### src/rtl/fifo_pkg.sv
// rtl/fifo_pkg.sv - shared constants and helpers for the synchronous FIFO family
//
// Purpose : default geometry and a constant-foldable ceil(log2) used to size
//           pointers and the occupancy count.
// Ports   : none (package).

package fifo_pkg;

  localparam int FIFO_DATA_W_DEF = 8;
  localparam int FIFO_DEPTH_DEF  = 8;

  // Smallest n with 2**n >= value; evaluated at elaboration time.
  function automatic int clog2(input int value);
    int result;
    result = 0;
    while ((1 << result) < value) begin
      result = result + 1;
    end
    return result;
  endfunction

endpackage

### src/rtl/sync_fifo_param_if.sv
// rtl/sync_fifo_param_if.sv - producer/consumer bundle for sync_fifo_param
//
// Purpose : groups the write side, read side and status of the FIFO.
// Signals : write_e, data_in          - write request and data
//           read_e                    - read request
//           data_out, data_valid      - registered read data and its strobe
//           full, empty, almost_full, almost_empty, count - occupancy status
//           overflow, underflow       - one-cycle error pulses
// Modports: master - the surrounding logic (drives requests, sees status)
//           slave  - the FIFO itself

interface sync_fifo_param_if
  import fifo_pkg::*;
#(
  parameter int DATA_W = FIFO_DATA_W_DEF,
  parameter int DEPTH  = FIFO_DEPTH_DEF
);

  localparam int AW = clog2(DEPTH);

  logic              write_e;
  logic [DATA_W-1:0] data_in;
  logic              read_e;
  logic [DATA_W-1:0] data_out;
  logic              data_valid;
  logic              full;
  logic              empty;
  logic              almost_full;
  logic              almost_empty;
  logic [AW:0]       count;
  logic              overflow;
  logic              underflow;

  modport master (
    output write_e, data_in, read_e,
    input  data_out, data_valid, full, empty, almost_full, almost_empty,
           count, overflow, underflow
  );

  modport slave (
    input  write_e, data_in, read_e,
    output data_out, data_valid, full, empty, almost_full, almost_empty,
           count, overflow, underflow
  );

endinterface

### src/rtl/fifo_mem.sv
// rtl/fifo_mem.sv - DEPTH x DATA_W storage with one write and one registered read port
//
// Purpose : FIFO storage array. The array itself is never reset; only the
//           read data register is, so the FIFO output comes up at zero.
// Ports   : clk_i, reset_i          - clock, synchronous active-high reset
//           wr_en_i, wr_idx_i, wr_data_i - write port
//           rd_en_i, rd_idx_i       - read port; rd_data_o updates on the edge
//           rd_data_o               - registered read data, holds when idle

module fifo_mem
  import fifo_pkg::*;
#(
  parameter int DATA_W = FIFO_DATA_W_DEF,
  parameter int DEPTH  = FIFO_DEPTH_DEF,
  parameter int AW     = clog2(DEPTH)
) (
  input  logic              clk_i,
  input  logic              reset_i,
  input  logic              wr_en_i,
  input  logic [AW-1:0]     wr_idx_i,
  input  logic [DATA_W-1:0] wr_data_i,
  input  logic              rd_en_i,
  input  logic [AW-1:0]     rd_idx_i,
  output logic [DATA_W-1:0] rd_data_o
);

  logic [DATA_W-1:0] mem_q [DEPTH];
  logic [DATA_W-1:0] rd_data_q;

  always_ff @(posedge clk_i) begin
    if (wr_en_i) begin
      mem_q[wr_idx_i] <= wr_data_i;
    end
  end

  always_ff @(posedge clk_i) begin
    if (reset_i) begin
      rd_data_q <= '0;
    end else if (rd_en_i) begin
      rd_data_q <= mem_q[rd_idx_i];
    end
  end

  assign rd_data_o = rd_data_q;

endmodule

### src/rtl/sync_fifo_param.sv
// rtl/sync_fifo_param.sv - parametrised synchronous FIFO with thresholds and error pulses
//
// Purpose : same-clock FIFO, all DEPTH entries usable, occupancy count,
//           programmable almost_full/almost_empty, read-valid strobe and
//           registered overflow/underflow pulses.
// Ports   : clk   - clock, all state on the rising edge
//           reset - synchronous active-high reset, overrides every request
//           bus   - sync_fifo_param_if.slave (requests in, data/status out)

module sync_fifo_param
  import fifo_pkg::*;
#(
  parameter int DATA_W   = FIFO_DATA_W_DEF,
  parameter int DEPTH    = FIFO_DEPTH_DEF,
  parameter int AF_LEVEL = DEPTH - 1,
  parameter int AE_LEVEL = 1
) (
  input  logic               clk,
  input  logic               reset,
  sync_fifo_param_if.slave   bus
);

  localparam int          AW  = clog2(DEPTH);
  localparam logic [AW:0] ONE = {{AW{1'b0}}, 1'b1};

  logic [AW:0] wr_ptr_q, wr_ptr_d;
  logic [AW:0] rd_ptr_q, rd_ptr_d;
  logic [AW:0] count_q, count_d;
  logic        data_valid_q, data_valid_d;
  logic        overflow_q, overflow_d;
  logic        underflow_q, underflow_d;

  logic full, empty;
  logic wr_acc, rd_acc;

  // Flags decode the registered count so they can never disagree with it.
  assign full  = (int'(count_q) == DEPTH);
  assign empty = (count_q == '0);

  assign wr_acc = bus.write_e && !full;
  assign rd_acc = bus.read_e && !empty;

  always_comb begin
    wr_ptr_d     = wr_ptr_q;
    rd_ptr_d     = rd_ptr_q;
    count_d      = count_q;
    data_valid_d = rd_acc;
    // Error pulses look at the pre-edge state: a write while full is an
    // overflow even if a read in the same cycle frees a slot.
    overflow_d   = bus.write_e && full;
    underflow_d  = bus.read_e && empty;

    if (wr_acc) wr_ptr_d = wr_ptr_q + ONE;
    if (rd_acc) rd_ptr_d = rd_ptr_q + ONE;

    if (wr_acc && !rd_acc) begin
      count_d = count_q + ONE;
    end else if (rd_acc && !wr_acc) begin
      count_d = count_q - ONE;
    end
  end

  always_ff @(posedge clk) begin
    if (reset) begin
      wr_ptr_q     <= '0;
      rd_ptr_q     <= '0;
      count_q      <= '0;
      data_valid_q <= 1'b0;
      overflow_q   <= 1'b0;
      underflow_q  <= 1'b0;
    end else begin
      wr_ptr_q     <= wr_ptr_d;
      rd_ptr_q     <= rd_ptr_d;
      count_q      <= count_d;
      data_valid_q <= data_valid_d;
      overflow_q   <= overflow_d;
      underflow_q  <= underflow_d;
    end
  end

  // Requests in the reset cycle must not touch storage or the read register.
  fifo_mem #(
    .DATA_W (DATA_W),
    .DEPTH  (DEPTH),
    .AW     (AW)
  ) u_mem (
    .clk_i     (clk),
    .reset_i   (reset),
    .wr_en_i   (wr_acc && !reset),
    .wr_idx_i  (wr_ptr_q[AW-1:0]),
    .wr_data_i (bus.data_in),
    .rd_en_i   (rd_acc && !reset),
    .rd_idx_i  (rd_ptr_q[AW-1:0]),
    .rd_data_o (bus.data_out)
  );

  assign bus.data_valid   = data_valid_q;
  assign bus.full         = full;
  assign bus.empty        = empty;
  assign bus.almost_full  = (int'(count_q) >= AF_LEVEL);
  assign bus.almost_empty = (int'(count_q) <= AE_LEVEL);
  assign bus.count        = count_q;
  assign bus.overflow     = overflow_q;
  assign bus.underflow    = underflow_q;

endmodule

### src/flat_wrapper.sv
// flat-port wrapper written by rule: the top's interface ports become plain ports
module sync_fifo_param_flat import fifo_pkg::*;
#(
  parameter int DATA_W   = FIFO_DATA_W_DEF,
  parameter int DEPTH    = FIFO_DEPTH_DEF,
  parameter int AF_LEVEL = DEPTH - 1,
  parameter int AE_LEVEL = 1
)
  (clk, reset, bus_write_e, bus_data_in, bus_read_e, bus_data_out, bus_data_valid, bus_full, bus_empty, bus_almost_full, bus_almost_empty, bus_count, bus_overflow, bus_underflow);
  sync_fifo_param_if #(.DATA_W(DATA_W), .DEPTH(DEPTH)) bus_i ();
  input  logic clk;
  input  logic reset;
  input wire logic [$bits(bus_i.write_e)-1:0] bus_write_e;
  input wire logic [$bits(bus_i.data_in)-1:0] bus_data_in;
  input wire logic [$bits(bus_i.read_e)-1:0] bus_read_e;
  output wire logic [$bits(bus_i.data_out)-1:0] bus_data_out;
  output wire logic [$bits(bus_i.data_valid)-1:0] bus_data_valid;
  output wire logic [$bits(bus_i.full)-1:0] bus_full;
  output wire logic [$bits(bus_i.empty)-1:0] bus_empty;
  output wire logic [$bits(bus_i.almost_full)-1:0] bus_almost_full;
  output wire logic [$bits(bus_i.almost_empty)-1:0] bus_almost_empty;
  output wire logic [$bits(bus_i.count)-1:0] bus_count;
  output wire logic [$bits(bus_i.overflow)-1:0] bus_overflow;
  output wire logic [$bits(bus_i.underflow)-1:0] bus_underflow;
  assign bus_i.write_e = bus_write_e;
  assign bus_i.data_in = bus_data_in;
  assign bus_i.read_e = bus_read_e;
  assign bus_data_out = bus_i.data_out;
  assign bus_data_valid = bus_i.data_valid;
  assign bus_full = bus_i.full;
  assign bus_empty = bus_i.empty;
  assign bus_almost_full = bus_i.almost_full;
  assign bus_almost_empty = bus_i.almost_empty;
  assign bus_count = bus_i.count;
  assign bus_overflow = bus_i.overflow;
  assign bus_underflow = bus_i.underflow;
  sync_fifo_param #(.DATA_W(DATA_W), .DEPTH(DEPTH), .AF_LEVEL(AF_LEVEL), .AE_LEVEL(AE_LEVEL)) u_core (.clk(clk), .reset(reset), .bus(bus_i));
endmodule
### config.mk
export PLATFORM = sky130hd
export DESIGN_NAME = sync_fifo_param_flat
export DESIGN_NICKNAME = d
export VERILOG_FILES = /design/src/rtl/fifo_pkg.sv /design/src/rtl/sync_fifo_param_if.sv /design/src/rtl/fifo_mem.sv /design/src/rtl/sync_fifo_param.sv /design/src/flat_wrapper.sv
export SDC_FILE = /design/constraint.sdc
export NUM_CORES = 1
export LEC_CHECK = 0
export BUFFER_PORTS_ARGS = -buffer_cell sky130_fd_sc_hd__clkbuf_2
export CAP_MARGIN = 30
export CORE_MARGIN = 1.5
export CORE_UTILIZATION = 53
export CTS_CLUSTER_SIZE = 24
export DETAILED_ROUTE_END_ITERATION = 8
export GPL_TIMING_DRIVEN = 0
export PLACE_DENSITY = 0.83
export SLEW_MARGIN = 20
export SYNTH_ARGS = -nofsm -noshare
export SYNTH_HDL_FRONTEND = slang
export SYNTH_HIERARCHICAL = 1
export SYNTH_SLANG_ARGS = --single-unit
### constraint.sdc
create_clock -name clk -period 2.2 [get_ports clk]
set_input_delay 0.44 -clock clk [delete_from_list [all_inputs] [get_ports clk]]
set_output_delay 0.44 -clock clk [all_outputs]
set_load 0.03 [all_outputs]
; ---- Word-level counts from Yosys, hierarchy flattened
; Memories as Yosys holds them, arrays and structs flattened. A register that Yosys moved wholly into a read port is not among the register bits.
; Index checks and enable logic that the tools add are counted.
[totals]
regBits = 15
ramBits = 64
elab_cells = 33
n_memories = 1
[memory_table]
columns = memory, depth, width, read_ports, rd_ports_with_merged_regs, wr, line_no
row1 = u_core.u_mem.mem_q, 8, 8, 1, 1, 1, fifo_mem.sv:27  ; logic [DATA_W-1:0] mem_q [DEPTH];
[op_classes]
n_mux = 4
n_lt_le_gt_ge = 2
n_reduce_logical = 15
add_sub_neg = 4
eq_ne = 1
[op_table]
columns = operator, count
row1 = adder 4 x 1 -> 4 bit (second input constant), 3
row2 = logical AND 1 bit, 8
row3 = two-way mux 4 bit, 2
row4 = logical NOT 1 bit, 5
row5 = equality test 4 bit (second input constant), 1
row6 = >= comparator 4 x 3 -> 1 bit (second input constant), 1
row7 = less-or-equal comparator 4 x 1 -> 1 bit (second input constant), 1
row8 = logical NOT 4 bit, 1
row9 = subtractor 4 x 1 -> 4 bit (second input constant), 1
row10 = two-way mux 1 bit, 2
row11 = nonzero test 2 bit, 1

; ---- Depth between registers and ports, before layout
[depth]
ltp_word = 7
ltp_mapped = 9
ltp_nobuf = 9

; ---- Cells and area by module
; The synthesis kept the hierarchy.
[modules_own_cells]
columns = module, seq_area_each_um2, cells_each, n_inst, area_per_inst_um2
row1 = fifo_mem, 2082.0, 162, 1, 2812.7
row2 = sync_fifo_param, 260.2, 74, 1, 650.6

; ---- Least setup slack after synthesis
; No wires, ideal clock.
[synth_path]
path_type = register -> register
startpoint = register u_core.count_q[0], in the netlist u_core/bus.count[0]
endpoint = memory u_core/u_mem/mem_q[0][0] in the netlist's numbering, enable pin
slack_ns = -0.364
t_required_ns = 1.817
t_arrival_ns = 2.180
period_less_slack_ns = 2.564
setup_ns = 0.383
n_path_buf = 0
path_stages_with_launch = 8
cell_sequence = dfxtp_1 -> inv_1 -> ha_1 -> nand3b_1 -> inv_1 -> nor3_1 -> nand2b_1 -> nor3_1
[synth_between]
elab_chain_len = 6
[synth_lines]
columns = element, line_no
row1 = start: declaration, sync_fifo_param.sv:28  ; logic [AW:0] count_q, count_d;
row2 = start signal: assignment, sync_fifo_param.sv:74  ; count_q <= count_d;
row3 = equality test 4 bit, sync_fifo_param.sv:37  ; assign full = (int'(count_q) == DEPTH);
row4 = net bus_full, flat_wrapper.sv:18  ; output wire logic [$bits(bus_i.full)-1:0] bus_full;
row5 = logical NOT 1 bit, sync_fifo_param.sv:40  ; assign wr_acc = bus.write_e && !full;
row6 = logical AND 1 bit, sync_fifo_param.sv:40
row7 = logical AND 1 bit, sync_fifo_param.sv:89  ; .wr_en_i (wr_acc && !reset),
row8 = two-way mux 1 bit, fifo_mem.sv:31  ; if (wr_en_i) begin
row9 = two-way mux 1 bit (not written as such), fifo_mem.sv:32  ; mem_q[wr_idx_i] <= wr_data_i;
row10 = end: declaration, fifo_mem.sv:27
; The timed path passes the listed nets, and every way through them passes these cells.

; ---- Worst setup path after layout
[layout_path]
startpoint = register u_core.count_q[1], in the netlist u_core/bus.count[1]
endpoint = memory u_core/u_mem/mem_q[6][2] in the netlist's numbering, enable pin
[layout_between]
elab_chain_len = 6
[layout_lines]
columns = element, line_no
row1 = equality test 4 bit, sync_fifo_param.sv:37
row2 = logical NOT 1 bit, sync_fifo_param.sv:40
row3 = logical AND 1 bit, sync_fifo_param.sv:40
row4 = logical AND 1 bit, sync_fifo_param.sv:89
row5 = two-way mux 1 bit, fifo_mem.sv:31
row6 = two-way mux 1 bit (not written as such), fifo_mem.sv:32
; Every way passes these cells.

==> impl_metrics.tcl <==
set metrics [dict create \
    outcome "finished with violations" \
    violations "negative setup slack" \
    worst_slack_ns -0.04142 \
    htreeDepth 3 \
    port_buffers 29 \
    cts_tree "done" \
    intPower_mw 3.030 \
    io_pins 31 \
    critPathCaptureType "flip-flop" \
    min_period_over_period_pct 101.9 \
    slowest_stage "nor2_2" \
    max_slew_margin_pct 49.19 \
    clk_latency_ns 0.36 \
    final_antenna_net_count 0 \
    synth_most_common_cell "edfxtp_1" \
    drc 0 \
    setup.worst_path.class "reg2reg" \
    clock_sinks 85 \
    grt_pass1_wl_um 9998 \
    drive_gt1_share_pct 33.91 \
    cts-root-buf "clkbuf_8" \
    hold_path_class "in2reg" \
    vias 2146 \
    yosys_warnings 6 \
    p_leak_nw 1.435 \
    numCtsBuffers 9 \
    ys_types 35 \
    yosysTopAreaCellShare_pct 55.49 \
    combPwrFrac_pct 35.9 \
    startpoint_type "flip-flop" \
    synth_seq_area_share_pct 67.63 \
    critPathMaxStageDelay_ns 0.55 \
    ys_seq_elements 85 \
    fin_skew_ns 0.007908 \
    syn_nets 254 \
    syn-instance-count 236 \
    die-area_sq_um 7028 \
    core_sq_um 6314 \
    wl_um 6734 \
    dp_hpwl_um 4107 \
    clkPwrFrac_pct 21.4 \
    clk_path_buf_depth 2 \
    diodes 0 \
    wl_per_cell_um 18.40 \
    ys_top_cells_by_area "edfxtp_1 55%, dfxtp_1 12%, mux2_2 5.5%" \
    switching_share_pct 34.33 \
    cp_max_fo 8 \
    power.density_nw_per_um2 1131 \
    via_per_inst 5.863 \
    tns_ns -0.3317 \
    synth.largest_area_cell "edfxtp_1" \
    grt_start_max_net_pins 15 \
    syn_area_per_cell_sq_um 14.68 \
    grtUsageTotal_pct 19.55 \
    synthArstFlopShare_pct 0 \
    synth_edf_count 64 \
    crit_buf_inv 2 \
    setup_violations 16 \
    final_nets 302 \
    syn-cell-area_sq_um 3463 \
    drv_slew 0 \
    fillers 449 \
    required_ns 2.20 \
    dp.cells 342 \
    max_freq_mhz 446.1 \
    worst_pin_slew_ns 0.7593 \
    hold_viol_final 0 \
    path_delay_family "simple AND/OR/NAND/NOR gates" \
    gp_congestion 0.7397 \
    stdcell_count 366 \
    antenna_found_initial 0 \
    area_delta_synth_final_pct 17.85 \
    synth_commonest_cells "64 x edfxtp_1, 24 x nor2_1, 21 x dfxtp_1" \
    cap_violations 0 \
    grt_pass1_vias 1961 \
    whs_ns 0.2986 \
    initial_core_util_pct 54.86 \
    power.share.sequential_pct 42.7 \
    p_sw_mw 1.584 \
    crit_chain "inv_2 > ha_4 > nand3b_1 > inv_4 > nor3_1 > nand2_1 > nor2_2" \
    synth-main-ff-cell "edfxtp_1" \
    power_mw 4.614 \
    utilization_pct 64.65 \
    firstDrtPassIters 4 \
    cp_data_arrival_time_ns 2.24 \
    fp.dieW_um 83.84 \
    drt_iter0_markers 188 \
    rsz0062_at_grt "true" \
    row_count 29 \
    die_y_um 83.84 \
    irDropWorstVdd_mv 0.6016 \
    fin_crit_ns 2.241 \
    path_clk_slew_ns 0.08 \
    gr-total-overflow 0 \
]
-- routing by layer --
layer | global-route usage (%) | wire (um)
met1 | 26.22 | 2832
met2 | 30.50 | 3328
met3 | 4.253 | 393
met4 | 9.538 | 179
met5 | 0 | 0
-- cell type report --
class | instances | area (sq um) | area share (%)
Clock buffer | 11 | 141.4 | 3.464
Clock inverter | 5 | 35.03 | 0.8584
Inverter | 7 | 28.78 | 0.7051
Timing Repair Buffer | 37 | 230.2 | 5.641
Sequential cell | 85 | 2350 | 57.57
Multi-Input combinational cell | 133 | 1101 | 26.98
Buffer | 11 | 98.84 | 2.422
Tap cell | 77 | 96.34 | 2.361
-- power groups by stage --
stage / Combinational [mW] / Sequential (mW) / Clock [mW]
2_1_floorplan: 0.946 / 2.15 / 0
3_3_place_gp: 1.39 / 2.00 / 0
3_5_place_dp: 1.43 / 2.00 / 0
4_1_cts: 1.50 / 1.97 / 0.999
5_1_grt: 1.76 / 1.99 / 1.06
6_report: 1.66 / 1.97 / 0.987
-- timing repair --
action,in CTS,in global routing
resized for setup,12,11
hold buffers,0,0
setup buffers,1,7
setup endpoints to repair,67,74
pin swaps,0,1
hold endpoints to repair,0,0
-- registers in the layout (all words and copies together) (netlist names) --
name,count
u_core/u_mem/rd_data_o,8
u_core/bus.count,4
u_core/bus.overflow,1
u_core/wr_ptr_q,3
u_core/u_mem/mem_q,64
u_core/bus.data_valid,1
u_core/bus.underflow,1
u_core/rd_ptr_q,3
-- through the flow --
stage / instance area [sq um] / worst slack (ns)
4_1_cts: 3963 / -0.008922
5_1_grt: 4081 / -0.1675
3_3_place_gp: 3732 / -0.1531
2_1_floorplan: 3491 / 0.009508
6_report: 4081 / -0.04142
3_5_place_dp: 3732 / -0.2452
-- kinds of logic after synthesis --
logic type	share of synthesized area [%]
simple gates	7.009
buf+inv	3.541
fa+ha+maj	2.168
compound gates	8.093
xor+xnor	0.5059
mux	11.05
flops	67.63
-- cell usage in the layout, fill, tap and decap left out, drive strengths merged, types with 3 or more instances in the layout --
| cell | n |
|---|---|
| a221o | 7 |
| a21oi | 6 |
| mux2 | 18 |
| nand2 | 4 |
| inv | 8 |
| dfxtp | 21 |
| edfxtp | 64 |
| nor2 | 24 |
| a211oi | 8 |
| clkbuf | 44 |
| o21ai | 5 |
| clkinv | 3 |
| nand3 | 3 |
| or3 | 3 |
| ha | 6 |
| nor2b | 3 |
| mux2i | 18 |
| nand2b | 4 |
| o22ai | 7 |
| nor3 | 6 |
| buf | 15 |
-- path summary, 6_finish.rpt --
kind / startpoint / endpoint / slack, ns / cells past startpoint
setup / recovery: u_core/bus.count[1]$_SDFFE_PP0P_ / u_core/u_mem/mem_q[6][2]$_DFFE_PP_ / -0.04 / 7
hold / removal: reset / u_core/bus.underflow$_SDFF_PP0_ / 0.30 / 2
setup reg to reg: u_core/bus.count[1]$_SDFFE_PP0P_ / u_core/u_mem/mem_q[6][2]$_DFFE_PP_ / -0.04 / 7
hold reg to reg: u_core/u_mem/rd_data_o[3]$_SDFFE_PP0P_ / u_core/u_mem/rd_data_o[3]$_SDFFE_PP0P_ / 0.49 / 2
(Power assumes the default switching activity.)
